File: config.mk
export PLATFORM = sky130hd
export DESIGN_NAME = vout_timing_gen
export DESIGN_NICKNAME = d
export VERILOG_FILES = /design/src/rtl/vout_tg_pkg.sv /design/src/rtl/vout_tg_delay.sv /design/src/rtl/vout_timing_gen.sv
export SDC_FILE = /design/constraint.sdc
export NUM_CORES = 1
export LEC_CHECK = 0
export CAP_MARGIN = 30
export CORE_ASPECT_RATIO = 0.7
export CORE_MARGIN = 10
export CORE_UTILIZATION = 30
export DETAILED_ROUTE_END_ITERATION = 16
export GPL_TIMING_DRIVEN = 0
export PLACE_DENSITY = 0.59
export SYNTH_ARGS = -nofsm -noshare
export SYNTH_HDL_FRONTEND = slang
export SYNTH_HIERARCHICAL = 1
export SYNTH_SLANG_ARGS = --single-unit
File: constraint.sdc
create_clock -name pixel_clk -period 20.8 [get_ports pixel_clk]
set_input_delay 5.2 -clock pixel_clk [delete_from_list [all_inputs] [get_ports pixel_clk]]
set_output_delay 5.2 -clock pixel_clk [all_outputs]
set_load 0.05 [all_outputs]
File: src/rtl/vout_tg_pkg.sv
// Shared definitions for the display timing generator: the blanking colour,
// the 1280x720@60 power-up timing, and the colour-bar lookup used by the
// optional test pattern (VOUT_TG_PATTERN_EN).
package vout_tg_pkg;

    // Black in BT.601 limited-range YCbCr; driven whenever de is low.
    localparam logic [23:0] BLANK_YCBCR = 24'h108080;

    // Bit positions of the sync bundle carried through the delay line.
    localparam int SYNC_W  = 3;
    localparam int SYNC_HS = 2;
    localparam int SYNC_VS = 1;
    localparam int SYNC_DE = 0;

    // 1280x720@60 timing, used until a legal configuration is captured.
    localparam int DEF_H_TOTAL  = 1650;
    localparam int DEF_H_SYNC   = 40;
    localparam int DEF_H_BP     = 220;
    localparam int DEF_H_ACTIVE = 1280;
    localparam int DEF_V_TOTAL  = 750;
    localparam int DEF_V_SYNC   = 5;
    localparam int DEF_V_BP     = 20;
    localparam int DEF_V_ACTIVE = 720;

    // Eight 100% BT.601 colour bars, left to right: white .. black.
    function automatic logic [23:0] bar_ycbcr(input logic [2:0] idx);
        logic [23:0] val;
        case (idx)
            3'd0:    val = 24'hEB8080;  // white
            3'd1:    val = 24'hD21092;  // yellow
            3'd2:    val = 24'hAAA610;  // cyan
            3'd3:    val = 24'h913622;  // green
            3'd4:    val = 24'h6ACADE;  // magenta
            3'd5:    val = 24'h515AF0;  // red
            3'd6:    val = 24'h29F06E;  // blue
            default: val = 24'h108080;  // black
        endcase
        return val;
    endfunction

endpackage

File: src/rtl/vout_tg_delay.sv
// Fixed-depth shift register with synchronous clear. dout is the last
// stage; tap is the value that the last stage will load on the next edge,
// so a register fed from tap lines up with dout.
module vout_tg_delay #(
    parameter int DEPTH = 2,
    parameter int W     = 3
) (
    input  logic         pixel_clk,
    input  logic         clr,
    input  logic [W-1:0] din,
    output logic [W-1:0] dout,
    output logic [W-1:0] tap
);

    logic [W-1:0] stage_reg [DEPTH];

    generate
        for (genvar gi = 0; gi < DEPTH; gi++) begin : g_stage
            if (gi == 0) begin : g_first
                // First stage samples the undelayed input.
                always_ff @(posedge pixel_clk) begin
                    if (clr) stage_reg[gi] <= '0;
                    else     stage_reg[gi] <= din;
                end
            end else begin : g_next
                // Later stages shift from the previous one.
                always_ff @(posedge pixel_clk) begin
                    if (clr) stage_reg[gi] <= '0;
                    else     stage_reg[gi] <= stage_reg[gi-1];
                end
            end
        end

        if (DEPTH == 1) begin : g_tap_in
            assign tap = din;
        end else begin : g_tap_stage
            assign tap = stage_reg[DEPTH-2];
        end
    endgenerate

    assign dout = stage_reg[DEPTH-1];

endmodule

File: src/rtl/vout_timing_gen.sv
// Display timing generator. Free-running h/v counters drive the raw vsync
// and the pixel FIFO read request; hs/vs/de are delayed by DATA_LATENCY so
// the registered pixel output lines up with the sync outputs.
// Optional: define VOUT_TG_PATTERN_EN to add an 8-bar colour pattern
// selected by pattern_sel; otherwise pattern_sel is ignored.
import vout_tg_pkg::*;

module vout_timing_gen #(
    parameter int DATA_LATENCY = 2,
    parameter int CNT_W        = 12
) (
    input  logic             pixel_clk,
    input  logic             rst_n,
    input  logic [CNT_W-1:0] h_total,
    input  logic [CNT_W-1:0] h_sync,
    input  logic [CNT_W-1:0] h_bp,
    input  logic [CNT_W-1:0] h_active,
    input  logic [CNT_W-1:0] v_total,
    input  logic [CNT_W-1:0] v_sync,
    input  logic [CNT_W-1:0] v_bp,
    input  logic [CNT_W-1:0] v_active,
    input  logic             hs_pol,
    input  logic             vs_pol,
    input  logic             pattern_sel,
    output logic             vs_raw,
    output logic             pixel_rd_req,
    input  logic [23:0]      pixel_ycbcr_i,
    output logic             hs_o,
    output logic             vs_o,
    output logic             de_o,
    output logic [23:0]      pixel_ycbcr_o
);

    // Sums of three CNT_W fields need two extra bits to avoid overflow.
    localparam int SW = CNT_W + 2;

    logic [CNT_W-1:0] h_total_s_reg, h_sync_s_reg, h_bp_s_reg, h_active_s_reg;
    logic [CNT_W-1:0] v_total_s_reg, v_sync_s_reg, v_bp_s_reg, v_active_s_reg;
    logic [CNT_W-1:0] h_cnt_reg, v_cnt_reg;
    logic             run_reg;

    logic             cfg_legal, load_in, load_def;
    logic             h_last, v_last, frame_end;
    logic [SW-1:0]    h_act_start, h_act_end, v_act_start, v_act_end;
    logic             hs_raw, h_act, v_act;
    logic             clr;
    logic [SYNC_W-1:0] sync_raw, sync_dly, sync_tap;
    logic [23:0]      pixel_next;

    // Legality of the live configuration inputs.
    always_comb begin
        cfg_legal = (SW'(h_total) >= SW'(h_sync) + SW'(h_bp) + SW'(h_active))
                 && (SW'(v_total) >= SW'(v_sync) + SW'(v_bp) + SW'(v_active))
                 && (h_total >= CNT_W'(2))
                 && (v_total >= CNT_W'(2));
    end

    assign h_last    = (h_cnt_reg == h_total_s_reg - CNT_W'(1));
    assign v_last    = (v_cnt_reg == v_total_s_reg - CNT_W'(1));
    assign frame_end = run_reg && h_last && v_last;

    // Capture while in reset / on the release edge, and on the last pixel of
    // every frame; an illegal request keeps the old shadow, and an illegal
    // request during reset falls back to the 720p defaults.
    assign load_in  = cfg_legal && (!rst_n || !run_reg || frame_end);
    assign load_def = !rst_n && !cfg_legal;

    // Shadow configuration registers.
    always_ff @(posedge pixel_clk) begin
        if (load_in) begin
            h_total_s_reg  <= h_total;
            h_sync_s_reg   <= h_sync;
            h_bp_s_reg     <= h_bp;
            h_active_s_reg <= h_active;
            v_total_s_reg  <= v_total;
            v_sync_s_reg   <= v_sync;
            v_bp_s_reg     <= v_bp;
            v_active_s_reg <= v_active;
        end else if (load_def) begin
            h_total_s_reg  <= CNT_W'(DEF_H_TOTAL);
            h_sync_s_reg   <= CNT_W'(DEF_H_SYNC);
            h_bp_s_reg     <= CNT_W'(DEF_H_BP);
            h_active_s_reg <= CNT_W'(DEF_H_ACTIVE);
            v_total_s_reg  <= CNT_W'(DEF_V_TOTAL);
            v_sync_s_reg   <= CNT_W'(DEF_V_SYNC);
            v_bp_s_reg     <= CNT_W'(DEF_V_BP);
            v_active_s_reg <= CNT_W'(DEF_V_ACTIVE);
        end
    end

    // h/v counters. run_reg holds the counters at 0,0 across the release
    // edge so the first cycle out of reset is pixel 0 of line 0.
    always_ff @(posedge pixel_clk) begin
        if (!rst_n) begin
            h_cnt_reg <= '0;
            v_cnt_reg <= '0;
            run_reg   <= 1'b0;
        end else begin
            run_reg <= 1'b1;
            if (run_reg) begin
                if (h_last) begin
                    h_cnt_reg <= '0;
                    if (v_last) v_cnt_reg <= '0;
                    else        v_cnt_reg <= v_cnt_reg + CNT_W'(1);
                end else begin
                    h_cnt_reg <= h_cnt_reg + CNT_W'(1);
                end
            end
        end
    end

    // Region decode: sync, back porch, active, front porch on each axis.
    always_comb begin
        h_act_start  = SW'(h_sync_s_reg) + SW'(h_bp_s_reg);
        h_act_end    = h_act_start + SW'(h_active_s_reg);
        v_act_start  = SW'(v_sync_s_reg) + SW'(v_bp_s_reg);
        v_act_end    = v_act_start + SW'(v_active_s_reg);
        h_act        = (SW'(h_cnt_reg) >= h_act_start) && (SW'(h_cnt_reg) < h_act_end);
        v_act        = (SW'(v_cnt_reg) >= v_act_start) && (SW'(v_cnt_reg) < v_act_end);
        hs_raw       = run_reg && (h_cnt_reg < h_sync_s_reg);
        vs_raw       = run_reg && (v_cnt_reg < v_sync_s_reg);
        pixel_rd_req = run_reg && h_act && v_act;
    end

    assign clr = !rst_n;

    always_comb begin
        sync_raw          = '0;
        sync_raw[SYNC_HS] = hs_raw;
        sync_raw[SYNC_VS] = vs_raw;
        sync_raw[SYNC_DE] = pixel_rd_req;
    end

    vout_tg_delay #(
        .DEPTH (DATA_LATENCY),
        .W     (SYNC_W)
    ) u_sync_dly (
        .pixel_clk (pixel_clk),
        .clr       (clr),
        .din       (sync_raw),
        .dout      (sync_dly),
        .tap       (sync_tap)
    );

    assign hs_o = sync_dly[SYNC_HS] ^ ~hs_pol;
    assign vs_o = sync_dly[SYNC_VS] ^ ~vs_pol;
    assign de_o = sync_dly[SYNC_DE];

`ifdef VOUT_TG_PATTERN_EN
    logic [CNT_W-1:0] act_x;
    logic [CNT_W+2:0] bar_quot;
    logic [2:0]       bar_idx, bar_dly, bar_tap;

    // Bar index = active x * 8 / h_active, computed on the undelayed counters.
    always_comb begin
        act_x    = h_cnt_reg - h_act_start[CNT_W-1:0];
        bar_quot = {act_x, 3'b000} / {3'b000, h_active_s_reg};
        bar_idx  = pixel_rd_req ? bar_quot[2:0] : 3'd0;
    end

    vout_tg_delay #(
        .DEPTH (DATA_LATENCY),
        .W     (3)
    ) u_bar_dly (
        .pixel_clk (pixel_clk),
        .clr       (clr),
        .din       (bar_idx),
        .dout      (bar_dly),
        .tap       (bar_tap)
    );

    // Pixel source: colour bars or upstream data, blanked outside active.
    always_comb begin
        pixel_next = BLANK_YCBCR;
        if (sync_tap[SYNC_DE]) begin
            pixel_next = pattern_sel ? bar_ycbcr(bar_tap) : pixel_ycbcr_i;
        end
    end
`else
    // Pixel source: upstream data, blanked outside active.
    always_comb begin
        pixel_next = BLANK_YCBCR;
        if (sync_tap[SYNC_DE]) pixel_next = pixel_ycbcr_i;
    end
`endif

    // Output pixel register, loaded on the same edge as the final de stage.
    always_ff @(posedge pixel_clk) begin
        if (!rst_n) pixel_ycbcr_o <= BLANK_YCBCR;
        else        pixel_ycbcr_o <= pixel_next;
    end

endmodule
==> summary.txt, run 1 <==
status -> complete, no violations
Min-Delay Path Class -> flop to flop
CP Capture Type -> output pin
nets -> 1707
# hold bufs at CTS -> 0
Syn Area/Cell -> 10.0 sq um
CP max-delay cell -> clkdlybuf4s50_1
RSZ-0062 raised after global routing -> false
Routability Congestion -> 0.876
worst vdd ir -> 0.0529 mV
main combinational cell family by area after synthesis -> adder cells
synthesized flop and latch total -> 151
Area growth, synth to finish -> 23.2%
Simple-Gate Fraction of Synth Area -> 19.9%
root buffer cell -> clkbuf_16
number of flops mapped to enable cells by yosys -> 96
dpl cell area -> 14400 sq um
worst relative slew slack -> 50.2%
drt first pass iters -> 4
vias in the first global route -> 9580
Setup CP Type -> input port to output pin
largest area contributor in the netlist -> edfxtp_1
XOR/XNOR share of the synthesized area -> 7.31%
CP arrival -> 6630 ps
IO Port Bufs -> 152
largest net degree at the start of global routing -> 28
post-synthesis cell area -> 12100 sq um
clk buf depth -> 2
Total Wirelength -> 34.2 mm
worst slew pin tran -> 744 ps
max reg flops -> 24
Seq/Total Area, Yosys -> 32.9%
worst skew pair latency -> 450 ps
Worst path max stage delay -> 830 ps
static leakage -> 6.05 nW
Die Wd -> 260 microns
post-layout instance area -> 14900 sq um
Post-CTS Setup Inserts -> 0
H-tree depth reported by CTS -> 4
CTS tree -> done
antenna violations before repair -> 1
area of the core -> 39800 sq um
crit-path max FO -> 1
Fillers -> 3898
routed len/inst -> 17.7 microns
commonest non-fill, non-tap cells in the layout -> ha_1, clkdlybuf4s50_1, edfxtp_1
worst path required time -> 15600 ps
Total GRT Usage -> 13.9%
FFs w/ async S/R, synth -> 0%
R2R Setup Slk -> 15800 ps
# resized after CTS -> 0
die height -> 188 microns
CP cell instances -> clkdlybuf4s50_1, xnor2_1, clkdlybuf4s50_1
pwr dens -> 64.6 nW/um^2
Adder-Cell Fraction of Synth Area -> 22.4%
global-route wire length before repair -> 53.9 mm
Initial Utilization -> 30.4%
Synth top area share -> 23.8%
cells after synthesis -> 1209
Die Footprint -> 48900 sq um
CP startpoint kind -> input port
multiplexer area fraction after synthesis -> 0.0827%
pins over their slew limit -> 0
Final Hold Viols -> 0
commonest non-fill, non-tap cell in the layout -> ha_1
Post-synth top flop -> edfxtp_1
Row Count -> 61
Synth Area in Compound Gates -> 13.4%
Biggest register -> pixel_ycbcr_o
clk slew on worst S/H paths -> 60 ps
antenna viol nets, final -> 0
Final min period -> 11830 ps
CTS Sinks -> 151
syn nets -> 1533
DR iter-0 viols -> 702
Setup-failing EPs final -> 0
HPWL Detailed -> 28.5 mm
Netlist cell types -> 68
fin crit share -> 56.9%
CTS buffer count -> 17
ratio of cells with drive above 1 in the final layout -> 5.95%
total number of vias -> 9647
top cells by area, synth -> edfxtp_1, ha_1, dfxtp_1
drt drc -> 0
Final Skew -> 14.4 ps
vias per std cell -> 4.99
Setup TNS -> 0 ps
Top cell by count, worst path -> clkdlybuf4s50_1
grt ovf -> 0
IO Pins -> 154
Max Cap Viol -> 0
synth warn -> 6
f_max -> 84.6 MHz
## layout make-up
type | count | area (sq um) | share of cell area, %
antenna | 2 | 5.00 | 0.0336
clock buffer | 18 | 429 | 2.88
clock inverter | 14 | 115 | 0.772
timing repair buffer | 155 | 1580 | 10.6
buffer | 33 | 151 | 1.02
sequential | 151 | 3980 | 26.7
tap | 535 | 669 | 4.49
inverter | 85 | 319 | 2.14
multi-input combinational | 940 | 7650 | 51.3
## critical path, delay by kind of cell
family	cells	cell delay, ps
buffers and inverters	2	1300
xor gates and xnor gates	1	130
## where the power goes
group	switching, mW	internal (mW)	total [mW]
registers	0.0113	0.332	0.343
logic	0.174	0.153	0.327
clock network	0.137	0.155	0.292
## metrics by stage
| stage | setup WS [ps] | hold WS [ps] | util (%) | power [mW] | cells |
|---|---|---|---|---|---|
| floorplan | 4530 | 414 | - | 0.578 | 1209 |
| global placement | 196 | 427 | 35.9 | 0.670 | 1896 |
| detailed placement | 8940 | 420 | 36.1 | 0.675 | 1899 |
| CTS | 8940 | 436 | 37.5 | 0.974 | 1931 |
| global route | 8940 | 462 | 37.5 | 1.03 | 1931 |
| finish | 8970 | 439 | 37.5 | 0.962 | 1933 |
## cell usage after synthesis (37+ instances only)
| library cell | n |
|---|---|
| a21oi_1 | 57 |
| dfxtp_1 | 55 |
| edfxtp_1 | 96 |
| ha_1 | 169 |
| inv_1 | 85 |
| nand2_1 | 39 |
| nor2_1 | 65 |
| nor3b_1 | 37 |
| o21ai_0 | 50 |
| or3_1 | 37 |
| xnor2_1 | 54 |
| xor2_1 | 47 |
## path summary, 6_finish.rpt
kind,end,cells after the start,startpoint
worst max-delay path,hs_o,3,hs_pol
worst min-delay path,u_sync_dly/stage_reg[1][1],1,u_sync_dly/stage_reg[0][1]
worst max register to register,u_sync_dly/stage_reg[0][0],20,h_sync_s_reg[0]
worst min register to register,u_sync_dly/stage_reg[1][1],1,u_sync_dly/stage_reg[0][1]
## metal layers
layer  track usage, %  vias to the layer above  wire length [microns]
li1                 -                     4806                      -
met1             20.0                     4560                  17400
met2             20.5                      258                  14200
met3             3.61                       23                   2150
met4             2.92                        0                    369
met5                0                        -                      0
## logic make-up after synthesis
family                   after synthesis
AO/OA/AOI/OAI                        243
XOR/XNOR                             101
adder cells (fa/ha/maj)              199
buffers and inverters                118
flip-flops                           151
multiplexers                           1
AND/OR/NAND/NOR                      396
(Power assumes the default switching activity.)
==> run 2, diff against run 1 <==
Settings changed: PLACE_DENSITY 0.59 to 0.6.
Clock period 20.8 ns to 9.5 ns, I/O delays scaled along.
==> summary.txt, run 2 (synthesis results as in run 1) <==
pins over their slew limit -> 0 (unchanged)
Min-Delay Path Class -> flop to flop (unchanged)
antenna viol nets, final -> 0 (unchanged)
area of the core -> 39800 sq um (unchanged)
ratio of cells with drive above 1 in the final layout -> 6.16% (was 5.95%)
commonest non-fill, non-tap cells in the layout -> ha_1, clkdlybuf4s50_1, edfxtp_1 (unchanged)
# hold bufs at CTS -> 0 (unchanged)
Biggest register -> pixel_ycbcr_o (unchanged)
worst path required time -> 7130 ps (was 15600 ps)
H-tree depth reported by CTS -> 4 (unchanged)
Final Hold Viols -> 0 (unchanged)
worst skew pair latency -> 450 ps (about the same)
Total GRT Usage -> 13.8% (was 13.9%)
worst vdd ir -> 0.110 mV (was 0.0529 mV)
# resized after CTS -> 0 (unchanged)
HPWL Detailed -> 28.4 mm (was 28.5 mm)
clk buf depth -> 2 (unchanged)
Row Count -> 61 (unchanged)
dpl cell area -> 14400 sq um (about the same)
IO Port Bufs -> 152 (unchanged)
pwr dens -> 142 nW/um^2 (was 64.6 nW/um^2)
Initial Utilization -> 30.4% (unchanged)
CP arrival -> 6020 ps (was 6630 ps)
Post-Layout Cell Count -> 1932 (was 1933)
Top cell by count, worst path -> ha_1 (was clkdlybuf4s50_1)
Int Power -> 1.41 mW (was 640 uW)
crit-path max FO -> 3 (was 1)
CP max-delay cell -> clkdlybuf4s50_1 (unchanged)
total number of vias -> 9737 (was 9647)
nets -> 1708 (was 1707)
worst slew pin tran -> 720 ps (was 744 ps)
largest net degree at the start of global routing -> 26 (was 28)
clk slew on worst S/H paths -> 70 ps (was 60 ps)
antenna violations before repair -> 0 (was 1)
CTS buffer count -> 17 (unchanged)
sw frac -> 33.7% (was 33.5%)
CP startpoint kind -> flop (was input port)
CTS tree -> done (unchanged)
P_sw -> 715 uW (was 322 uW)
CP cell instances -> ha_1, inv_1, fa_1, nor2b_1, o21a_1, o21ai_0, a2111oi_0, o21a_1, nor2_1, ha_1, a21oi_1, nand2b_1, nand4b_1, a21oi_1, xor2_1, ha_1, nor4_1, o311ai_0, nand3_1, and4b_1, clkdlybuf4s50_1 (was clkdlybuf4s50_1, xnor2_1, clkdlybuf4s50_1)
vias per std cell -> 5.04 (was 4.99)
post-layout instance area -> 15000 sq um (was 14900 sq um)
DR iter-0 viols -> 644 (was 702)
f_max -> 119 MHz
Die Wd -> 260 microns (unchanged)
CTS Sinks -> 151 (unchanged)
status -> complete, no violations (unchanged)
CP bufs+invs -> 2 (unchanged)
drt drc -> 0 (unchanged)
static leakage -> 6.09 nW (was 6.05 nW)
Post-CTS Setup Inserts -> 0 (unchanged)
Total Wirelength -> 34.3 mm (was 34.2 mm)
Final Skew -> 14.4 ps (about the same)
number of diodes -> 0 (was 2)
fin crit share -> 88.3%
IO Pins -> 154 (unchanged)
commonest non-fill, non-tap cell in the layout -> ha_1 (unchanged)
CP delay by family, top -> compound AO/OA/AOI/OAI gates (was buffers and inverters)
Setup CP Type -> flop to output pin (was input port to output pin)
grt ovf -> 0 (unchanged)
Final min period -> 8390 ps
Routability Congestion -> 0.890 (was 0.876)
drt first pass iters -> 5 (was 4)
Max Cap Viol -> 0 (unchanged)
Worst path max stage delay -> 870 ps (was 830 ps)
vias in the first global route -> 9548 (was 9580)
CP Capture Type -> output pin (unchanged)
placed cell count -> 1900 (was 1899)
global-route wire length before repair -> 53.0 mm (was 53.9 mm)
Die Footprint -> 48900 sq um (unchanged)
Area growth, synth to finish -> 23.7% (was 23.2%)
routed len/inst -> 17.7 microns (about the same)
Comb power frac -> 34.0% (about the same)
Setup-failing EPs final -> 0 (unchanged)
die height -> 188 microns (unchanged)
max reg flops -> 24 (unchanged)
Clk network pwr share -> 30.6% (was 30.4%)
worst relative slew slack -> 51.4% (was 50.2%)
root buffer cell -> clkbuf_16 (unchanged)
RSZ-0062 raised after global routing -> false (unchanged)
Flop pwr share -> 35.4% (was 35.7%)
==> run 2: per-stage QoR <==
step	power, mW	hold WS (ps)	utilization (%)	setup slack, ps	setup TNS (ps)
2_1_floorplan	1.26	414	-	500	0
3_3_place_gp	1.46	420	35.9	-1720	-164080
3_5_place_dp	1.48	425	36.2	1060	0
4_1_cts	2.14	440	37.6	1100	0
5_1_grt	2.25	466	37.6	731	0
6_report	2.12	436	37.6	1110	0
==> run 2: power by group through the flow <==
stage	clock, mW	combinational [mW]	sequential [mW]
2_1_floorplan	0	0.503	0.756
3_3_place_gp	0	0.687	0.769
3_5_place_dp	0	0.715	0.766
4_1_cts	0.666	0.721	0.751
5_1_grt	0.687	0.809	0.755
6_report	0.649	0.723	0.752
==> run 2: per-layer routing <==
layer / up-vias / share of wire [%] / GRT usage, %
li1: 4813 / - / -
met1: 4611 / 50 / 19.5
met2: 293 / 42 / 20.8
met3: 20 / 6.5 / 3.06
met4: 0 / 0.95 / 3.16
met5: - / 0 / 0
==> run 2: layout make-up <==
type | count | area, sq um
fillers | 3918 | 24800
multi-input cells | 940 | 7650
flip-flops and latches | 151 | 3980
repair buffers | 156 | 1620
well taps | 535 | 669
clock buffers | 17 | 425
inverters | 85 | 319
plain buffers | 33 | 151
clock inverters | 15 | 134
==> run 2: path summary, 6_finish.rpt <==
check	start	endpoint	slack (ps)	cells past startpoint
setup / recovery	v_sync_s_reg[0]	pixel_rd_req	1110	21
hold / removal	u_sync_dly/stage_reg[0][1]	u_sync_dly/stage_reg[1][1]	440	1
setup reg to reg	v_sync_s_reg[0]	u_sync_dly/stage_reg[0][0]	4580	21
hold reg to reg	u_sync_dly/stage_reg[0][1]	u_sync_dly/stage_reg[1][1]	440	1
